File: src/rtl/cpu_control_pkg.sv
// Shared types for the 8-bit core control path: ALU opcodes and flags,
// CPU instruction opcodes, sequencer states and the instruction layout.
package cpu_control_pkg;

  typedef enum logic [2:0] {
    ALU_ADD,
    ALU_SUB,
    ALU_AND,
    ALU_OR,
    ALU_XOR,
    ALU_SLL,
    ALU_SRL,
    ALU_SRA
  } alu_opcode_t;

  typedef struct packed {
    logic negative;
    logic overflow;
    logic zero;
    logic carry;
  } alu_flags_t;

  typedef enum logic [3:0] {
    OP_ADD  = 4'h0,
    OP_SUB  = 4'h1,
    OP_AND  = 4'h2,
    OP_OR   = 4'h3,
    OP_XOR  = 4'h4,
    OP_SLL  = 4'h5,
    OP_SRL  = 4'h6,
    OP_SRA  = 4'h7,
    OP_ADDI = 4'h8,
    OP_LDI  = 4'h9,
    OP_JMP  = 4'hA,
    OP_BZ   = 4'hB,
    OP_BC   = 4'hC,
    OP_BN   = 4'hD,
    OP_NOP  = 4'hE,
    OP_HALT = 4'hF
  } cpu_opcode_t;

  typedef enum logic [2:0] {
    ST_IDLE,
    ST_FETCH,
    ST_DECODE,
    ST_EXEC,
    ST_HALT
  } ctrl_state_t;

  typedef struct packed {
    cpu_opcode_t op;
    logic [1:0]  rd;
    logic [1:0]  rs;
    logic [7:0]  imm;
  } instr_t;

  // Opcodes 0x0-0x8 go through the ALU and update the flag register.
  function automatic logic is_alu_op(cpu_opcode_t op);
    return (op <= OP_ADDI);
  endfunction

  // Reg-reg opcodes map 1:1 onto the ALU encoding; everything else adds.
  function automatic alu_opcode_t alu_op_of(cpu_opcode_t op);
    logic [3:0] code;
    code = op;
    if (code[3]) return ALU_ADD;
    return alu_opcode_t'(code[2:0]);
  endfunction

endpackage

File: src/rtl/cpu_control_if.sv
// Instruction-fetch port: the control unit issues req/addr and holds them
// until the memory answers with ack and the instruction word.
interface cpu_control_if #(
  parameter int ADDR_W = 8
);
  logic              imem_req;
  logic [ADDR_W-1:0] imem_addr;
  logic              imem_ack;
  logic [15:0]       imem_rdata;

  modport master (output imem_req, imem_addr, input imem_ack, imem_rdata);
  modport slave  (input imem_req, imem_addr, output imem_ack, imem_rdata);
endinterface

File: src/rtl/cpu_control_cond_eval.sv
// Branch condition resolution from the architectural flags; kept
// combinational and standalone so a pipelined core can reuse it.
module cond_eval
  import cpu_control_pkg::*;
(
  input  cpu_opcode_t op,
  input  alu_flags_t  flags_q,
  output logic        take_branch
);

  // Select the flag tested by the branch opcode; JMP is always taken.
  always_comb begin
    take_branch = 1'b0;
    case (op)
      OP_JMP:  take_branch = 1'b1;
      OP_BZ:   take_branch = flags_q.zero;
      OP_BC:   take_branch = flags_q.carry;
      OP_BN:   take_branch = flags_q.negative;
      default: take_branch = 1'b0;
    endcase
  end

endmodule

File: src/rtl/cpu_control.sv
// Multi-cycle sequencer for the 8-bit core: fetches over a req/ack port,
// decodes into ALU and register-file controls, owns the flag register and
// resolves branches. FETCH -> DECODE -> EXEC takes three cycles per
// instruction plus one per ack-wait cycle.
module cpu_control
  import cpu_control_pkg::*;
#(
  parameter int WIDTH  = 8,
  parameter int ADDR_W = 8
) (
  input  logic               clk,
  input  logic               rst,
  cpu_control_if.master      imem,
  output alu_opcode_t        alu_op,
  output logic               alu_src_imm,
  input  alu_flags_t         alu_flags,
  output logic [1:0]         rd_sel,
  output logic [1:0]         rs_sel,
  output logic [WIDTH-1:0]   imm,
  output logic               wb_sel_imm,
  output logic               reg_we,
  output alu_flags_t         flags_q,
  output logic               halted
);

  ctrl_state_t       state;
  logic [ADDR_W-1:0] pc;
  instr_t            instr;
  logic              take_branch;
  logic              in_decode_exec;

  cond_eval u_cond_eval (
    .op          (instr.op),
    .flags_q     (flags_q),
    .take_branch (take_branch)
  );

  // Sequencer: state, pc, latched instruction, decoded fields and flags.
  always_ff @(posedge clk or posedge rst) begin
    if (rst) begin
      state   <= ST_IDLE;
      pc      <= '0;
      instr   <= '0;
      flags_q <= '0;
      alu_op  <= ALU_ADD;
      rd_sel  <= '0;
      rs_sel  <= '0;
      imm     <= '0;
    end else begin
      case (state)
        ST_IDLE: state <= ST_FETCH;
        ST_FETCH: begin
          if (imem.imem_ack) begin
            instr <= instr_t'(imem.imem_rdata);
            pc    <= pc + ADDR_W'(1);
            state <= ST_DECODE;
          end
        end
        ST_DECODE: begin
          alu_op <= alu_op_of(instr.op);
          rd_sel <= instr.rd;
          rs_sel <= instr.rs;
          imm    <= WIDTH'(instr.imm);
          state  <= ST_EXEC;
        end
        ST_EXEC: begin
          // Branches see flags_q from before this cycle; only ALU ops write it.
          if (is_alu_op(instr.op)) flags_q <= alu_flags;
          if (take_branch) pc <= ADDR_W'(instr.imm);
          state <= (instr.op == OP_HALT) ? ST_HALT : ST_FETCH;
        end
        ST_HALT: state <= ST_HALT;
        default: state <= ST_IDLE;
      endcase
    end
  end

  // Strobes and selects decode only from registered state, so nothing on
  // the fetch port can reach an output combinationally.
  assign in_decode_exec  = (state == ST_DECODE) || (state == ST_EXEC);
  assign imem.imem_req   = (state == ST_FETCH);
  assign imem.imem_addr  = pc;
  assign halted          = (state == ST_HALT);
  assign reg_we          = (state == ST_EXEC) && (is_alu_op(instr.op) || (instr.op == OP_LDI));
  assign alu_src_imm     = in_decode_exec && (instr.op == OP_ADDI);
  assign wb_sel_imm      = in_decode_exec && (instr.op == OP_LDI);

endmodule
File: src/flat_wrapper.sv
// flat-port wrapper written by rule: the top's interface ports become plain ports
module cpu_control_flat import cpu_control_pkg::*;
#(
  parameter int WIDTH  = 8,
  parameter int ADDR_W = 8
)
  (clk, rst, alu_op, alu_src_imm, alu_flags, rd_sel, rs_sel, imm, wb_sel_imm, reg_we, flags_q, halted, imem_imem_req, imem_imem_addr, imem_imem_ack, imem_imem_rdata);
  cpu_control_if #(.ADDR_W(ADDR_W)) imem_i ();
  input  logic clk;
  input  logic rst;
  output alu_opcode_t alu_op;
  output logic alu_src_imm;
  input  alu_flags_t alu_flags;
  output logic [1:0] rd_sel;
  output logic [1:0] rs_sel;
  output logic [WIDTH-1:0] imm;
  output logic wb_sel_imm;
  output logic reg_we;
  output alu_flags_t flags_q;
  output logic halted;
  output wire logic [$bits(imem_i.imem_req)-1:0] imem_imem_req;
  output wire logic [$bits(imem_i.imem_addr)-1:0] imem_imem_addr;
  input wire logic [$bits(imem_i.imem_ack)-1:0] imem_imem_ack;
  input wire logic [$bits(imem_i.imem_rdata)-1:0] imem_imem_rdata;
  assign imem_imem_req = imem_i.imem_req;
  assign imem_imem_addr = imem_i.imem_addr;
  assign imem_i.imem_ack = imem_imem_ack;
  assign imem_i.imem_rdata = imem_imem_rdata;
  cpu_control #(.WIDTH(WIDTH), .ADDR_W(ADDR_W)) u_core (.clk(clk), .rst(rst), .imem(imem_i), .alu_op(alu_op), .alu_src_imm(alu_src_imm), .alu_flags(alu_flags), .rd_sel(rd_sel), .rs_sel(rs_sel), .imm(imm), .wb_sel_imm(wb_sel_imm), .reg_we(reg_we), .flags_q(flags_q), .halted(halted));
endmodule
File: config.mk
export PLATFORM = sky130hd
export DESIGN_NAME = cpu_control_flat
export DESIGN_NICKNAME = d
export VERILOG_FILES = /design/src/rtl/cpu_control_pkg.sv /design/src/rtl/cpu_control_if.sv /design/src/rtl/cpu_control_cond_eval.sv /design/src/rtl/cpu_control.sv /design/src/flat_wrapper.sv
export SDC_FILE = /design/constraint.sdc
export NUM_CORES = 1
export LEC_CHECK = 0
export BUFFER_PORTS_ARGS = -buffer_cell sky130_fd_sc_hd__buf_2
export CAP_MARGIN = 20
export CORE_ASPECT_RATIO = 1.75
export CORE_UTILIZATION = 52
export CTS_CLUSTER_DIAMETER = 200
export DETAILED_ROUTE_END_ITERATION = 6
export PLACE_DENSITY = 0.79
export SETUP_SLACK_MARGIN = 0.02
export SYNTH_ARGS = -nofsm -noshare
export SYNTH_HDL_FRONTEND = slang
export SYNTH_SLANG_ARGS = --single-unit
File: constraint.sdc
create_clock -name clk -period 1.8 [get_ports clk]
set_clock_uncertainty 0.2 [all_clocks]
set_input_delay 0.36 -clock clk [delete_from_list [all_inputs] [get_ports clk]]
set_output_delay 0.36 -clock clk [all_outputs]
set_load 0.01 [all_outputs]
==> metrics <==
Clock Root Buffer=clkbuf_8; Setup WS post-layout=-0.108 ns; worst r2r src=u_core.state[2]; violated checks=setup timing; setup slack, reg-to-reg=-0.04 ns; # setup viols final=10; I/O Buffers=54; hpwl dp=around 3300 µm; CP max stage cell=dfrtp_1; final worst-path cycle share=1.06; Final nets=266; CP Capture Type=primary output; Final Instance Area=~2800 µm²; Layout Area Growth over Synthesis=30.2%; register area=~1200 µm²; via count=1635; fillers=280; worst path cell trace=nand2b_4 -> buf_6 -> nor3_2 -> buf_2; unrepaired setup endpoints after global routing=yes; vias in the first global route=approximately 1600; Final Total Pwr=around 5.2 mW; clk buf depth=2; post-synthesis cell type count=45; CORE AREA=3900 µm²; Lkg Pwr=~1.3 nW; Place WS=0.0671 ns; Cell Pwr Density=roughly 1900 nW/µm²; FMAX=between 500 and 600 MHz; Worst R2R End=u_core.instr[12]; final-report hold violation count=0; R2R depth=6; Mapped Avg Cell Area=between 10 and 15 µm²; Starting Density=0.551; clock period minus worst slack=1.91 ns; Die X-Extent=about 51 µm; Hold Path Class=primary input to flop; router iterations before antenna repair=4; drt drc=0; CP Capture Point=wb_sel_imm; Die ar.=around 4400 µm²; Num Clock Sinks=46; Worst path max stage delay=between 0.4 and 0.5 ns; cts bufs inserted=5; YS warnings=0; Final Max Slew Viols=0; n_diodes=0; status=complete, but fails checks; register area share after synthesis=0.535; Post-Syn Area=2150 µm²; TritonCTS clock tree=yes; Boundary Pins=55; Rel. slew slack=0.753; critical path startpoint=u_core.state[2]; ANT nets after route=0; die height=87.1 µm; # H-tree levels=2; clk_lat worst skew=roughly 0.30 ns; gp weighted congestion=about 0.88; Max-Cap Viols=0; placed instance area=approximately 2500 µm²; initial antenna violation count=0; global-route wire length before repair=7520 µm; VDD IR max=1.22 mV; Syn Inst Count=between 150 and 200; share of layout cells above drive strength 1=0.545; slew at the pin closest to its max-slew limit=between 0.3 and 0.4 ns; Critical Path Start Type=flop; Mapped Nets=194; pin count of the biggest net entering global routing=23; Multi-input gate area=1020 µm²; crit path max fanout=6; WL per Instance=between 15 and 20 µm; Min Hold Slack=approximately 0.08 ns; clk slew on worst S/H paths=around 0.09 ns; drt total wl=4890 µm; Initial DRC Count=30; utilization after layout=0.717; grt ovf=0; gr usage total=0.232; Arr. time, crit path=around 1.4 ns; WS Path Type=flop to primary output; Synth Register Bits=46; Core Rows=30; via/cell ratio=roughly 5.6; Worst Path Required=about 1.2 ns
worst min-delay path by stage:
stage | start | endpoint | slack (ns) | cells past startpoint
6_report | imem_imem_rdata[7] | u_core.instr[7] | 0.08 | 2
3_5_place_dp | rst | u_core.instr[8] | 0.1 | 2
3_3_place_gp | rst | u_core.instr[9] | 0.09 | 2
5_1_grt | imem_imem_rdata[6] | u_core.instr[6] | 0.07 | 2
2_1_floorplan | u_core.state[2] | u_core.state[0] | 0.26 | 1
4_1_cts | imem_imem_rdata[15] | u_core.instr[15] | 0.07 | 2
cell usage after synthesis, drive strengths merged:
library cell	count	area [µm²]
a31oi	2	12.5
or2	1	6.26
nor4b	1	8.76
a21o	1	7.51
o21bai	1	7.51
o2bb2ai	2	17.5
nand3b	6	45.0
nor4	2	12.5
o22a	1	8.76
o31ai	1	7.51
o221a	1	11.3
mux2	33	375
a2bb2oi	1	8.76
nor3	3	20.0
o21ai	14	70.1
nor3b	2	15.0
and3	1	6.26
nand2	10	37.5
a211oi	1	7.51
dfrtp	46	1150
and3b	1	8.76
buf	8	72.6
nand4b	2	17.5
nor2b	1	6.26
mux2i	1	13.8
nor2	6	46.3
nand2b	3	28.8
o22ai	3	25.0
nand3	1	5.00
nand4	2	12.5
ha	1	12.5
inv	3	11.3
a21oi	7	46.3
and2b	1	7.51
cells by family after synthesis:
family / share of synthesized area
multiplexers: 0.181
buffers and inverters: 0.0390
flip-flops: 0.535
adder cells (fa/ha/maj): 0.00582
AND/OR/NAND/NOR: 0.132
AO/OA/AOI/OAI: 0.107
timing repair:
| action | 4_1_cts | 5_1_grt |
|---|---|---|
| gates cloned | 0 | 0 |
| buffers inserted | 4 | 3 |
| hold endpoints to repair | 9 | 0 |
| pin swaps | 2 | 9 |
| resized for setup | 11 | 25 |
| setup endpoints to repair | 5 | 12 |
| hold buffers | 1 | 0 |
worst max-delay path, delay by kind of cell (launching register included):
kind | cells | cell delay (ns)
DFF | 1 | 0.42
buffers and inverters | 2 | 0.28
and+or+nand+nor | 2 | 0.34
metrics by stage:
| step | setup TNS (ns) | instances |
|---|---|---|
| 5_1_grt | -1.72 | 290 |
| 4_1_cts | -0.166 | 287 |
| 3_5_place_dp | 0 | 276 |
| 3_3_place_gp | 0 | 276 |
| 6_report | -0.410 | 290 |
| 2_1_floorplan | 0 | 170 |
per-layer routing:
layer | up-vias | track usage | part of all wire
met5 | - | 0 | 0
met4 | 0 | 0.0934 | 0.017
met3 | 7 | 0.0541 | 0.041
met2 | 49 | 0.385 | 0.53
met1 | 819 | 0.289 | 0.41
li1 | 760 | - | -
placed cells by master (no fill, tap or decap), drive strengths merged, types with 3 or more instances in the layout:
cell	n
o22ai	3
nand2b	3
nor3	3
buf	72
o21ai	14
nand3b	6
nor2	6
a21oi	7
mux2	33
clkbuf	5
dfrtp	46
nand2	10
where the power goes:
part / internal (mW) / switching, mW / total (mW)
sequential: 1.55 / 0.432 / 1.98
clock: 0.265 / 0.354 / 0.619
combinational: 1.41 / 1.23 / 2.64
total: 3.22 / 2.02 / 5.24
flip-flops by register name (all words and copies together) (netlist names):
register and count:
u_core.flags_q 4, u_core.rs_sel 2, u_core.state 3, u_core.instr 16, u_core.imm 8, u_core.imem.imem_addr 8
u_core.alu_op 3, u_core.rd_sel 2
layout make-up:
type / count / share of cell area
Timing Repair Buffer: 73 / 0.167
Clock inverter: 2 / 0.00536
Tap cell: 48 / 0.0214
Inverter: 3 / 0.00402
Clock buffer: 5 / 0.0246
Sequential cell: 46 / 0.412
Multi-Input combinational cell: 113 / 0.366
Power figures use the tool's default switching activity.
